File: src/rtl/cpu_ctrl_pkg.sv
// Shared encodings for the multi-cycle control unit: FSM states, opcode/func
// fields, ALU operation codes and datapath mux select codes.
package cpu_ctrl_pkg;

  localparam int ST_W = 4;

  typedef enum logic [ST_W-1:0] {
    S_IF   = 4'd0,
    S_ID   = 4'd1,
    S_EX   = 4'd2,
    S_MEM  = 4'd3,
    S_WB   = 4'd4,
    S_TRAP = 4'd5
  } state_e;

  localparam logic [5:0] OP_RTYPE = 6'b000000;
  localparam logic [5:0] OP_J     = 6'b000010;
  localparam logic [5:0] OP_JAL   = 6'b000011;
  localparam logic [5:0] OP_BEQ   = 6'b000100;
  localparam logic [5:0] OP_BNE   = 6'b000101;
  localparam logic [5:0] OP_ADDI  = 6'b001000;
  localparam logic [5:0] OP_ANDI  = 6'b001100;
  localparam logic [5:0] OP_ORI   = 6'b001101;
  localparam logic [5:0] OP_XORI  = 6'b001110;
  localparam logic [5:0] OP_LUI   = 6'b001111;
  localparam logic [5:0] OP_LW    = 6'b100011;
  localparam logic [5:0] OP_SW    = 6'b101011;

  localparam logic [5:0] F_SLL = 6'b000000;
  localparam logic [5:0] F_JR  = 6'b001000;
  localparam logic [5:0] F_ADD = 6'b100000;
  localparam logic [5:0] F_SUB = 6'b100010;
  localparam logic [5:0] F_AND = 6'b100100;
  localparam logic [5:0] F_OR  = 6'b100101;
  localparam logic [5:0] F_XOR = 6'b100110;
  localparam logic [5:0] F_NOR = 6'b100111;
  localparam logic [5:0] F_SLT = 6'b101010;

  typedef enum logic [2:0] {
    ALU_AND = 3'b000,
    ALU_OR  = 3'b001,
    ALU_XOR = 3'b010,
    ALU_NOR = 3'b011,
    ALU_ADD = 3'b100,
    ALU_SUB = 3'b101,
    ALU_SLT = 3'b110,
    ALU_SLL = 3'b111
  } alu_op_e;

  localparam logic [1:0] PCS_PC4 = 2'b00;
  localparam logic [1:0] PCS_BR  = 2'b01;
  localparam logic [1:0] PCS_RS  = 2'b10;
  localparam logic [1:0] PCS_JMP = 2'b11;

  localparam logic [1:0] WRS_RT  = 2'b00;
  localparam logic [1:0] WRS_RD  = 2'b01;
  localparam logic [1:0] WRS_R31 = 2'b10;

  localparam logic [1:0] WDS_ALU = 2'b00;
  localparam logic [1:0] WDS_MEM = 2'b01;
  localparam logic [1:0] WDS_PC  = 2'b10;
  localparam logic [1:0] WDS_LUI = 2'b11;

  // lui bypasses the ALU through the imm<<16 write path; OR keeps it harmless.
  function automatic alu_op_e alu_op_for(input logic [5:0] op, input logic [5:0] fn);
    alu_op_e r;
    r = ALU_ADD;
    case (op)
      OP_RTYPE: begin
        case (fn)
          F_SUB:   r = ALU_SUB;
          F_AND:   r = ALU_AND;
          F_OR:    r = ALU_OR;
          F_XOR:   r = ALU_XOR;
          F_NOR:   r = ALU_NOR;
          F_SLT:   r = ALU_SLT;
          F_SLL:   r = ALU_SLL;
          default: r = ALU_ADD;
        endcase
      end
      OP_ANDI:        r = ALU_AND;
      OP_ORI, OP_LUI: r = ALU_OR;
      OP_XORI:        r = ALU_XOR;
      OP_BEQ, OP_BNE: r = ALU_SUB;
      default:        r = ALU_ADD;
    endcase
    return r;
  endfunction

endpackage

File: src/rtl/ctrl_decode.sv
// Combinational instruction classifier: maps OP/func from the IR onto the
// class flags the sequencing FSM branches on.
module ctrl_decode
  import cpu_ctrl_pkg::*;
(
  input  logic [5:0] op,
  input  logic [5:0] func,
  output logic       is_r,
  output logic       is_alu_imm,
  output logic       is_lw,
  output logic       is_sw,
  output logic       is_br,
  output logic       is_j,
  output logic       is_jal,
  output logic       is_jr,
  output logic       is_lui,
  output logic       ovf_chk,
  output logic       illegal
);

  always_comb begin
    // NOTE: every output gets a default first so no path leaves one unassigned (no latch).
    is_r       = 1'b0;
    is_alu_imm = 1'b0;
    is_lw      = 1'b0;
    is_sw      = 1'b0;
    is_br      = 1'b0;
    is_j       = 1'b0;
    is_jal     = 1'b0;
    is_jr      = 1'b0;
    is_lui     = 1'b0;
    ovf_chk    = 1'b0;
    illegal    = 1'b0;
    case (op)
      OP_RTYPE: begin
        case (func)
          F_ADD, F_SUB: begin
            is_r    = 1'b1;
            ovf_chk = 1'b1;
          end
          F_AND, F_OR, F_XOR, F_NOR, F_SLT, F_SLL: is_r = 1'b1;
          F_JR:    is_jr   = 1'b1;
          default: illegal = 1'b1;
        endcase
      end
      OP_ADDI: begin
        is_alu_imm = 1'b1;
        ovf_chk    = 1'b1;
      end
      OP_ANDI, OP_ORI, OP_XORI: is_alu_imm = 1'b1;
      OP_LUI:         is_lui  = 1'b1;
      OP_LW:          is_lw   = 1'b1;
      OP_SW:          is_sw   = 1'b1;
      OP_BEQ, OP_BNE: is_br   = 1'b1;
      OP_J:           is_j    = 1'b1;
      OP_JAL:         is_jal  = 1'b1;
      default:        illegal = 1'b1;
    endcase
  end

endmodule

File: src/rtl/multicycle_ctrl.sv
// Multi-cycle IF/ID/EX/MEM/WB sequencer for the single-cycle datapath, with a
// retired-instruction counter. Define MULTICYCLE_TRAP_EN to trap on illegal opcodes.
module multicycle_ctrl
  import cpu_ctrl_pkg::*;
#(
  parameter int CNT_W   = 32,
  parameter int STATE_W = 4
) (
  input  logic               clk,
  input  logic               rst,
  input  logic [5:0]         OP,
  input  logic [5:0]         func,
  input  logic               ZF,
  input  logic               OF,
  output logic               PC_Write,
  output logic               IR_Write,
  output logic [1:0]         PC_s,
  output logic [1:0]         w_r_s,
  output logic [1:0]         wr_data_s,
  output logic               imm_s,
  output logic               rt_imm_s,
  output logic [2:0]         ALU_OP,
  output logic               Write_Reg,
  output logic               Mem_Write,
  output logic [STATE_W-1:0] state,
  output logic [CNT_W-1:0]   retired,
  output logic               trap
);

  logic is_r, is_alu_imm, is_lw, is_sw, is_br, is_j, is_jal, is_jr, is_lui;
  logic ovf_chk, illegal;

  ctrl_decode u_decode (
    .op         (OP),
    .func       (func),
    .is_r       (is_r),
    .is_alu_imm (is_alu_imm),
    .is_lw      (is_lw),
    .is_sw      (is_sw),
    .is_br      (is_br),
    .is_j       (is_j),
    .is_jal     (is_jal),
    .is_jr      (is_jr),
    .is_lui     (is_lui),
    .ovf_chk    (ovf_chk),
    .illegal    (illegal)
  );

  state_e             state_q, state_d;
  logic [CNT_W-1:0]   retired_q, retired_d;
  logic               of_q, of_d;
  logic               retire;

  always_comb begin
    state_d = S_IF;
    retire  = 1'b0;
    case (state_q)
      S_IF: state_d = S_ID;
      S_ID: begin
        if (illegal) begin
`ifdef MULTICYCLE_TRAP_EN
          state_d = S_TRAP;
`else
          retire  = 1'b1;
`endif
        end else if (is_j || is_jal || is_jr) begin
          retire = 1'b1;
        end else begin
          state_d = S_EX;
        end
      end
      S_EX: begin
        if (is_br)               retire  = 1'b1;
        else if (is_lw || is_sw) state_d = S_MEM;
        else                     state_d = S_WB;
      end
      S_MEM: begin
        if (is_sw) retire  = 1'b1;
        else       state_d = S_WB;
      end
      S_WB: retire = 1'b1;
`ifdef MULTICYCLE_TRAP_EN
      S_TRAP: state_d = S_TRAP;
`endif
      default: state_d = S_IF;
    endcase

    retired_d = retire ? retired_q + CNT_W'(1) : retired_q;
    of_d      = (state_q == S_EX) ? OF : of_q;
  end

  always_ff @(posedge clk) begin
    if (rst) begin
      state_q   <= S_IF;
      retired_q <= '0;
      of_q      <= 1'b0;
    end else begin
      // NOTE: non-blocking so every flop samples pre-edge values, independent of statement order.
      state_q   <= state_d;
      retired_q <= retired_d;
      of_q      <= of_d;
    end
  end

  // Strobes and selects are a function of the current state and IR fields;
  // reset forces them all inactive so an abandoned instruction writes nothing.
  always_comb begin
    PC_Write  = 1'b0;
    IR_Write  = 1'b0;
    PC_s      = PCS_PC4;
    w_r_s     = WRS_RT;
    wr_data_s = WDS_ALU;
    imm_s     = 1'b0;
    rt_imm_s  = 1'b0;
    ALU_OP    = ALU_AND;
    Write_Reg = 1'b0;
    Mem_Write = 1'b0;
    if (!rst) begin
      case (state_q)
        S_IF: begin
          IR_Write = 1'b1;
          PC_Write = 1'b1;
          PC_s     = PCS_PC4;
        end
        S_ID: begin
          if (is_j || is_jal) begin
            PC_Write = 1'b1;
            PC_s     = PCS_JMP;
          end
          if (is_jal) begin
            Write_Reg = 1'b1;
            w_r_s     = WRS_R31;
            wr_data_s = WDS_PC;
          end
          if (is_jr) begin
            PC_Write = 1'b1;
            PC_s     = PCS_RS;
          end
        end
        S_EX, S_MEM, S_WB: begin
          // ALU selects stay put through MEM/WB so Mem_Addr and ALU_F remain stable.
          ALU_OP   = alu_op_for(OP, func);
          rt_imm_s = is_alu_imm || is_lui || is_lw || is_sw;
          imm_s    = !(is_alu_imm && (OP != OP_ADDI));
          if (state_q == S_EX && is_br) begin
            PC_s     = PCS_BR;
            PC_Write = (OP == OP_BNE) ? !ZF : ZF;
          end
          if (state_q == S_MEM) Mem_Write = is_sw;
          if (state_q == S_WB) begin
            Write_Reg = !(ovf_chk && of_q);
            w_r_s     = is_r ? WRS_RD : WRS_RT;
            if (is_lw)       wr_data_s = WDS_MEM;
            else if (is_lui) wr_data_s = WDS_LUI;
            else             wr_data_s = WDS_ALU;
          end
        end
        default: ;
      endcase
    end
  end

`ifdef MULTICYCLE_TRAP_EN
  assign trap = !rst && (state_q == S_TRAP);
`else
  assign trap = 1'b0;
`endif

  assign state   = STATE_W'(state_q);
  assign retired = retired_q;

endmodule
File: config.mk
export PLATFORM = sky130hd
export DESIGN_NAME = multicycle_ctrl
export DESIGN_NICKNAME = d
export VERILOG_FILES = /design/src/rtl/cpu_ctrl_pkg.sv /design/src/rtl/ctrl_decode.sv /design/src/rtl/multicycle_ctrl.sv
export SDC_FILE = /design/constraint.sdc
export NUM_CORES = 1
export LEC_CHECK = 0
export ABC_AREA = 1
export BUFFER_PORTS_ARGS = -buffer_cell sky130_fd_sc_hd__buf_4
export CAP_MARGIN = 30
export CORE_MARGIN = 4
export CORE_UTILIZATION = 49
export DETAILED_ROUTE_END_ITERATION = 8
export GPL_ROUTABILITY_DRIVEN = 0
export GPL_TIMING_DRIVEN = 0
export PLACE_DENSITY = 0.75
export SLEW_MARGIN = 20
export SYNTH_ARGS = -nofsm -noshare
export SYNTH_HDL_FRONTEND = slang
export SYNTH_SLANG_ARGS = --single-unit
File: constraint.sdc
create_clock -name clk -period 2.23 [get_ports clk]
set_input_delay 0.1115 -clock clk [delete_from_list [all_inputs] [get_ports clk]]
set_output_delay 0.1115 -clock clk [all_outputs]
set_load 0.05 [all_outputs]
==> reports/qor.txt, run 1 <==
Post CTS Setup Buffer Count: 0
Largest family of logic cells by synthesized area: simple AND/OR/NAND/NOR gates
Leakage: 1.39 nW
Min cycle time layout: 2120 ps
Site Rows: 26
Vias per inst: 5.40
Area share of fa/ha/maj cells after synthesis: 0.00471
Area of the multi-input gates: 1720 µm²
Initial antenna violation count: 0
Register area: 722 µm²
Final hold violations: 0
Number of synthesized flops with an enable pin: 0
Worst endpoint required time: 2450 ps
Post-Place Worst Slack: 73.7 ps
YS warnings: 0
Worst EP arrival: 2340 ps
Simple-gate portion of the synthesized area: 0.467
Clock root cell: clkbuf_8
Synth-to-layout area growth: 25.8%
Residual DRC count: 0
Reg2reg path depth: 9
CTS buffer count: 5
DIE AREA: 6670 µm²
Max-slew violations: 0
Synth Area in Compound Gates: 0.0932
Layout fillers: 507
DP Cell Count: 587
CTS max path bufs: 2
Number of port buffers: 64
Layout cell share with drive strength beyond 1: 0.192
Die Span Y: 81.7 µm
Final setup TNS: 0 ps
Starting Density: 0.514
Fmax: 472 MHz
CTS tree: yes
Synth unique cells: 28
I/O Pins: 68
Fin cells: 595
Post-synthesis mux area share: 0
RSZ-0062 raised after global routing: false
Vias in the first global route: 2919
Hold Path Class: primary input to flop
Register area share after synthesis: 0.271
Total core area: 5170 µm²
Synth async-reset ratio: 0
Total number of vias: 3213
Mapped Area: 2660 µm²
Setup crit end kind: flop
Min Hold Slack: 92.4 ps
DRT Wirelength: 8020 µm
Worst clock skew: 6.09 ps
Congestion Overflow GR: 0
Mapped Cells: 452
VDD IR max: 0.339 mV
Synth Flop Type: dfxtp_1
Fin crit share: 0.950
Synth Register Bits: 36
Clock transition at path regs: 80 ps
PD cells: 404 nW/µm²
Commonest cells after routing, fill and taps aside: nand2_1 (134), buf_4 (72), nor2_1 (67), nand3_1 (51), a21oi_1 (39)
First-pass GRT wire length: 13200 µm
Die W: 81.7 µm
Avg Cell Area, Syn: 5.88 µm²
Startpoint Class: flop
Avg WL per Cell: 13.5 µm
Worst slew pin tran: 550 ps
Setup ws final: 113 ps
Worst Path Max Fanout: 8
Clock tree sinks: 36
Pin count of the biggest net entering global routing: 13
Most common cell after layout, fill and taps aside: nand2_1
Setup violators final: 0
Final HPWL DP: 6240 µm
Tot GR Track Use: 0.252
XOR/XNOR Fraction of Synth Area: 0.0692
Drt initial violations: 238
NumNets Final: 541
CP Class: flop to flop
Status: finished, final reports clean
N_diodes: 0
First-pass DRT Iterations: 7
Worst slew margin: 0.630
Max cap viols: 0
WHS Path Cells: 3
Skew-Pair Late Insertion Delay: 290 ps
H-tree depth: 2
Post-route ant nets: 0
==> critical path, cell delays in order, from the launching register on <==
cell and delay (ps):
dfxtp_2 440, ha_1 300, nand3_1 170, inv_1 150, nand2_1 180, nor2_2 320, nand3_1 140, xnor2_1 150
nand2_1 60, a21oi_1 110
==> cell type report <==
cell class / count / share of cell area
Buffer: 16 / 0.0281
Clock buffer: 5 / 0.0206
Clock inverter: 3 / 0.00561
Inverter: 41 / 0.0460
Multi-Input combinational cell: 360 / 0.514
Sequential cell: 36 / 0.216
Tap cell: 70 / 0.0262
Timing Repair Buffer: 64 / 0.144
==> flip-flops by register name, indices dropped and copies added, names as in the netlist <==
register	count
of_q	1
state	3
retired	32
==> path summary, 6_finish.rpt <==
| kind | endpoint | slack, ps | from |
|---|---|---|---|
| worst max-delay path | retired[16] | 110 | retired[0] |
| worst min-delay path | of_q | 90 | OF |
| worst max register to register | retired[16] | 110 | retired[0] |
| worst min register to register | of_q | 480 | of_q |
==> cells by family (layout without fill, tap and decap cells) <==
| kind of cell | count (synthesis) | count (layout) |
|---|---|---|
| fa+ha+maj | 1 | 1 |
| flops | 36 | 36 |
| xor+xnor | 21 | 21 |
| other cells | 1 | 2 |
| compound gates | 48 | 48 |
| simple gates | 288 | 288 |
| buf+inv | 57 | 129 |
==> power breakdown <==
group | internal, W | total [W] | switching, W
sequential | 0.000648 | 0.000658 | 0.0000102
combinational | 0.0000703 | 0.000223 | 0.000153
clock | 0.000218 | 0.000470 | 0.000252
total | 0.000936 | 0.00135 | 0.000415
==> repair_timing <==
action                                  4_1_cts  5_1_grt
resized for setup                             0        2
hold buffers                                  0        0
endpoints found under the setup margin        0        7
==> metrics by stage <==
stage          cell area, µm²  total power (W)  utilization
2_1_floorplan            2690         0.000818            -
3_3_place_gp             3250         0.000887        0.629
3_5_place_dp             3250         0.000893        0.629
4_1_cts                  3340          0.00135        0.646
5_1_grt                  3340          0.00140        0.647
6_report                 3340          0.00135        0.647
==> per-layer routing <==
metal | wire [µm] | global-route usage | up-vias
met1 | 3490 | 0.332 | 1471
li1 | - | - | 1591
met4 | 192 | 0.0797 | 0
met5 | 0 | 0 | -
met2 | 3770 | 0.421 | 134
met3 | 564 | 0.0373 | 17
==> cells in the mapped netlist (4+ instances only) <==
| cell | number | area (µm²) |
|---|---|---|
| nor2_1 | 68 | 255 |
| buf_4 | 8 | 60.1 |
| nand3b_1 | 9 | 67.6 |
| dfxtp_1 | 36 | 721 |
| xnor2_1 | 9 | 78.8 |
| clkbuf_1 | 4 | 15.0 |
| inv_1 | 37 | 139 |
| nor3_1 | 12 | 60.1 |
| nand4_1 | 5 | 31.3 |
| nand3_1 | 51 | 255 |
| a21oi_1 | 42 | 210 |
| xor2_1 | 12 | 105 |
| nand2_1 | 134 | 503 |
| inv_2 | 4 | 15.0 |
No activity file was read; power rests on OpenSTA's default activity.
==> run 2, diff against run 1 <==
Settings changed: CELL_PAD_IN_SITES_DETAIL_PLACEMENT from default to 0, CELL_PAD_IN_SITES_GLOBAL_PLACEMENT from default to 2, CORE_UTILIZATION 49 to 27, PLACE_DENSITY 0.75 to default, PLACE_DENSITY_LB_ADDON from default to 0.1.
==> reports/qor.txt, run 2 (same netlist as run 1, synthesis figures left out) <==
I/O Pins: 68 (unchanged)
Hold Path Class: primary input to flop
Max cap viols: 0 (unchanged)
Skew-Pair Late Insertion Delay: 300 ps (about the same)
Initial antenna violation count: 0 (unchanged)
P_sw: 0.000427 W (+2.7%)
Commonest cells after routing, fill and taps aside: nand2_1 (134), buf_4 (72), nor2_1 (67), nand3_1 (51), a21oi_1 (39)
Residual DRC count: 0 (unchanged)
DIE AREA: 11500 µm² (+72%)
CTS max path bufs: 2 (unchanged)
Drt initial violations: 127 (-47%)
Layout cell share with drive strength beyond 1: 0.196 (+0.00381)
Sequential group share of total power: 0.473 (-0.014)
Fmax: 487 MHz (+3.2%)
Site Rows: 35 (+35%)
Fin crit share: 0.920 (-0.0291)
Layout fillers: 1085 (+110%)
Max-slew violations: 0 (unchanged)
N_diodes: 0 (unchanged)
First-pass GRT wire length: 15400 µm (+16%)
Combinational power share: 0.163 (-0.002)
Most common cell after layout, fill and taps aside: nand2_1
Worst slew margin: 0.625 (-0.00526)
Setup crit end kind: flop
Clk pwr share: 0.365 (+0.017)
Reg2reg path depth: 10 (+1)
Crit Reg-Reg Endpoint: retired[30]
Vias per inst: 4.73 (-12%)
Worst clock skew: 3.94 ps (-2.15 ps)
Status: finished, final reports clean
Worst EP arrival: 2220 ps (-120 ps)
Largest register FFs: 32 (unchanged)
NumNets Final: 541 (unchanged)
Worst slew pin tran: 562 ps (+12.1 ps)
CTS buffer count: 5 (unchanged)
Tot GR Track Use: 0.168 (-0.0836)
Worst hold path startpoint: OF
Clock root cell: clkbuf_8
Setup violators final: 0 (unchanged)
CP Class: flop to flop
Area of the multi-input gates: 1730 µm² (+0.73%)
Post-route ant nets: 0 (unchanged)
Post CTS Setup Buffer Count: 0 (unchanged)
Worst Path Max Fanout: 5 (-3)
Congestion Overflow GR: 0 (unchanged)
Pin count of the biggest net entering global routing: 12 (-1)
H-tree depth: 2 (unchanged)
Startpoint Class: flop
Clock transition at path regs: 80 ps (about the same)
Vias in the first global route: 3017 (+3.4%)
R2R Path Start: retired[1]
PD cells: 405 nW/µm² (+0.28%)
Switch share: 0.306 (-0.000803)
Worst endpoint required time: 2400 ps (-50 ps)
CTS tree: yes
Avg WL per Cell: 14.3 µm (+6.2%)
Total core area: 9420 µm² (+82%)
Final hold violations: 0 (unchanged)
WHS Endpoint: of_q
Internal: 0.000966 W (+3.1%)
Min cycle time layout: 2050 ps (-64.9 ps)
First-pass DRT Iterations: 4 (-3)
Final setup TNS: 0 ps (unchanged)
Final HPWL DP: 7430 µm (+19%)
Die Span Y: 107 µm (+31%)
WHS Path Cells: 3 (unchanged)
Leakage: 1.39 nW (+0.29%)
Reg2reg setup slack: 180 ps (+60 ps)
Final Power: 0.00139 W (+3.0%)
VDD IR max: 0.245 mV (-28%)
CTS Hold Bufs: 0 (unchanged)
Synth-to-layout area growth: 29.2%
DRT Wirelength: 9350 µm (+17%)
Total number of vias: 3096 (-3.6%)
Number of port buffers: 64 (unchanged)
Die W: 107 µm (+31%)
Register area: 722 µm² (unchanged)
Clock tree sinks: 36 (unchanged)
Starting Density: 0.282 (-0.232)
run 2: cell count changes in the layout (fill, tap and decap cells not counted), sizes merged:
cell	change
clkbuf	+1
clkinv	-1
run 2: routing by layer:
metal | share of wire | global-route usage | up-vias
met5 | 0 | 0 | -
met4 | 0.015 | 0.0384 | 0
met3 | 0.056 | 0.0355 | 10
met2 | 0.42 | 0.249 | 79
met1 | 0.50 | 0.247 | 1408
li1 | - | - | 1599
run 2: worst max-delay path, cell delays in order, from the launching register on:
cell,delay (ps)
dfxtp_1,430
ha_2,280
nand3_1,170
inv_1,160
nand2_1,200
nor2_1,380
nand2_1,100
nand2_1,60
nand2_1,40
nand2_1,60
a21oi_1,50
run 2: through the flow:
stage	utilization	setup WS, ps	area, µm²	hold slack [ps]	cells
after global routing	0.365	-1.65	3440	84.0	654
after floorplan	-	-224	2690	259	453
final	0.365	178	3440	88.3	654
after detailed placement	0.353	-1.67	3330	396	646
after CTS	0.364	21.6	3420	77.8	654
after global placement	0.353	11.1	3330	391	646
run 2: final cells by class:
cell class,count,area share
Inverter,41,0.0448
Clock inverter,2,0.00291
Multi-Input combinational cell,360,0.504
Clock buffer,6,0.0240
Buffer,16,0.0273
Sequential cell,36,0.210
Timing Repair Buffer,64,0.140
Tap cell,129,0.0470
run 2: worst max-delay path by stage:
stage | start | to | cells after the start
5_1_grt | state[1] | imm_s | 10
3_3_place_gp | retired[0] | retired[16] | 9
2_1_floorplan | state[2] | ALU_OP[0] | 6
3_5_place_dp | retired[0] | retired[16] | 9
4_1_cts | retired[0] | retired[30] | 10
6_report | retired[1] | retired[30] | 10
run 2: what timing repair did:
action                                  CTS  global route
endpoints found under the setup margin    1            12
resized for setup                         1             4
hold endpoints to repair                  0             0
run 2: power by group through the flow:
stage                     Clock (W)  Combinational [W]  Sequential (W)
after floorplan                   0           0.000130        0.000688
after global placement            0           0.000228        0.000673
after detailed placement          0           0.000228        0.000672
after CTS                  0.000526           0.000229        0.000657
after global routing       0.000557           0.000249        0.000659
final                      0.000508           0.000226        0.000658
==> run 3, diff against run 2 <==
Settings changed: SETUP_SLACK_MARGIN from default to 0.1.
Clock period 2.23 ns to 2.1 ns, I/O delays scaled along.
==> reports/qor.txt, run 3 (same netlist as run 1, synthesis figures left out) <==
Status: finished, final reports clean
RSZ-0062 raised after global routing: true
Hold Path Class: primary input to flop
Internal: 0.00103 W (+6.9%)
Reg2reg setup slack: 230 ps (+50 ps)
Avg WL per Cell: 14.2 µm (-0.94%)
Pin count of the biggest net entering global routing: 11 (-1)
H-tree depth: 2 (unchanged)
Layout fillers: 1096 (+1.0%)
Setup crit end kind: output pin
Post-route ant nets: 0 (unchanged)
First-pass GRT wire length: 14900 µm (-2.7%)
Max cap viols: 0 (unchanged)
Setup ws final: 172 ps (-5.21 ps)
Setup violators final: 0 (unchanged)
Layout cell share with drive strength beyond 1: 0.217 (+0.0212)
Drt initial violations: 94 (-26%)
Startpoint Class: flop
Worst slew margin: 0.576 (-0.0492)
Fin cells: 658 (+0.61%)
CTS Hold Bufs: 0 (unchanged)
Worst EP arrival: 1820 ps (-400 ps)
Final hold violations: 0 (unchanged)
Clock transition at path regs: 80 ps (about the same)
Delay-heaviest family, CP: simple AND/OR/NAND/NOR gates
CP peak stage delay: 360 ps (-70 ps)
Crit Reg-Reg Endpoint: retired[24]
Crit path cell chain: inv_2 > nand2_1 > nor2_1 > inv_2 > nor2_2 > a211oi_1 > nor2_2 > buf_4
Reg2reg path depth: 11 (+1)
DIE AREA: 11500 µm² (unchanged)
Switch share: 0.301 (-0.00503)
Worst endpoint required time: 2000 ps (-400 ps)
Max-slew violations: 0 (unchanged)
CP Class: flop to output pin
First-pass DRT Iterations: 4 (unchanged)
CTS max path bufs: 2 (unchanged)
P_sw: 0.000445 W (+4.4%)
DP Cell Count: 646 (unchanged)
VDD IR max: 0.217 mV (-11%)
N_diodes: 0 (unchanged)
Largest register FFs: 32 (unchanged)
Vias per inst: 4.66 (-1.6%)
Combinational power share: 0.164 (about the same)
Leakage: 1.41 nW (+1.3%)
Worst hold path startpoint: OF
DRT Wirelength: 9320 µm (-0.33%)
Final HPWL DP: 7480 µm (+0.59%)
Slowest-stage cell, CP: dfxtp_1
WHS Endpoint: of_q
Congestion Overflow GR: 0 (unchanged)
NumNets Final: 545 (+0.74%)
CTS tree: yes
Fin crit share: 0.918
R2R Path Start: retired[0]
Total core area: 9420 µm² (unchanged)
Die Span Y: 107 µm (unchanged)
CP Buf/Inv Count: 3 (+2)
Clock tree sinks: 36 (unchanged)
Tot GR Track Use: 0.164 (-0.00430)
Number of port buffers: 64 (unchanged)
Initial antenna violation count: 0 (unchanged)
Residual DRC count: 0 (unchanged)
Commonest cells after routing, fill and taps aside: nand2_1 (133), buf_4 (76), nor2_1 (62), nand3_1 (51), a21oi_1 (39)
Clock root cell: clkbuf_8
Worst slew pin tran: 636 ps (+73.7 ps)
Min cycle time layout: 1930 ps
Worst clock skew: 6.33 ps (+2.38 ps)
Vias in the first global route: 2958 (-2.0%)
Starting Density: 0.282 (unchanged)
CTS buffer count: 5 (unchanged)
WHS Path Cells: 3 (unchanged)
Skew-Pair Late Insertion Delay: 290 ps (about the same)
Clk pwr share: 0.363 (-0.002)
PD cells: 422 nW/µm² (+4.1%)
Post-Place Worst Slack: -46.3 ps (-44.6 ps)
Die W: 107 µm (unchanged)
Total number of vias: 3065 (-1.0%)
Synth-to-layout area growth: 31.7%
Sequential group share of total power: 0.473 (about the same)
Fmax: 519 MHz
Site Rows: 35 (unchanged)
Final setup TNS: 0 ps (unchanged)
Worst Path Max Fanout: 4 (-1)
Most common cell after layout, fill and taps aside: nand2_1
I/O Pins: 68 (unchanged)
## run 3: cell type report
cell class / instances / area [µm²] / share of cell area
flip-flops and latches: 36 / 726 / 0.207
clock buffers: 8 / 90.1 / 0.0257
multi-input cells: 360 / 1770 / 0.504
inverters: 41 / 154 / 0.0439
plain buffers: 16 / 93.8 / 0.0268
repair buffers: 68 / 510 / 0.146
well taps: 129 / 161 / 0.0461
## run 3: how the worst max path moves through the flow
| stage | cells past startpoint | start | end | slack, ps |
|---|---|---|---|---|
| floorplan | 8 | state[2] | ALU_OP[2] | -200 |
| global placement | 9 | retired[0] | retired[16] | 6 |
| detailed placement | 9 | retired[0] | retired[16] | -50 |
| CTS | 9 | retired[0] | retired[16] | 30 |
| global route | 7 | state[0] | Write_Reg | 40 |
| finish | 8 | state[2] | PC_Write | 170 |
## run 3: what timing repair did
item                       in CTS  in global routing
buffers inserted                0                  4
pin swaps                       0                  2
setup endpoints to repair      11                 15
resized for setup               4                  8
## run 3: power groups by stage
stage	clock network (W)	registers (W)	logic, W
final	0.000536	0.000699	0.000242
after CTS	0.000558	0.000699	0.000244
after floorplan	0	0.000731	0.000139
after global routing	0.000576	0.000701	0.000267
after detailed placement	0	0.000715	0.000243
after global placement	0	0.000715	0.000244
## run 3: through the flow
stage / hold slack, ps / instance area, µm² / power [W] / utilization
after floorplan: 253 / 2700 / 0.000871 / -
after global placement: 385 / 3340 / 0.000959 / 0.355
after detailed placement: 395 / 3340 / 0.000958 / 0.355
after CTS: 84.4 / 3450 / 0.00150 / 0.366
after global routing: 97.0 / 3500 / 0.00154 / 0.372
final: 86.7 / 3500 / 0.00148 / 0.372
## run 3: metal layers
layer | global-route usage | vias to the layer above | share of wire
met3 | 0.0265 | 15 | 0.056
met5 | 0 | - | 0
met2 | 0.244 | 86 | 0.43
li1 | - | 1599 | -
met1 | 0.241 | 1365 | 0.50
met4 | 0.0466 | 0 | 0.017
## run 3: tightest hold or removal path, cell delays in order
cell and delay [ps]:
buf_4 110, nand2_1 60, a21oi_1 60
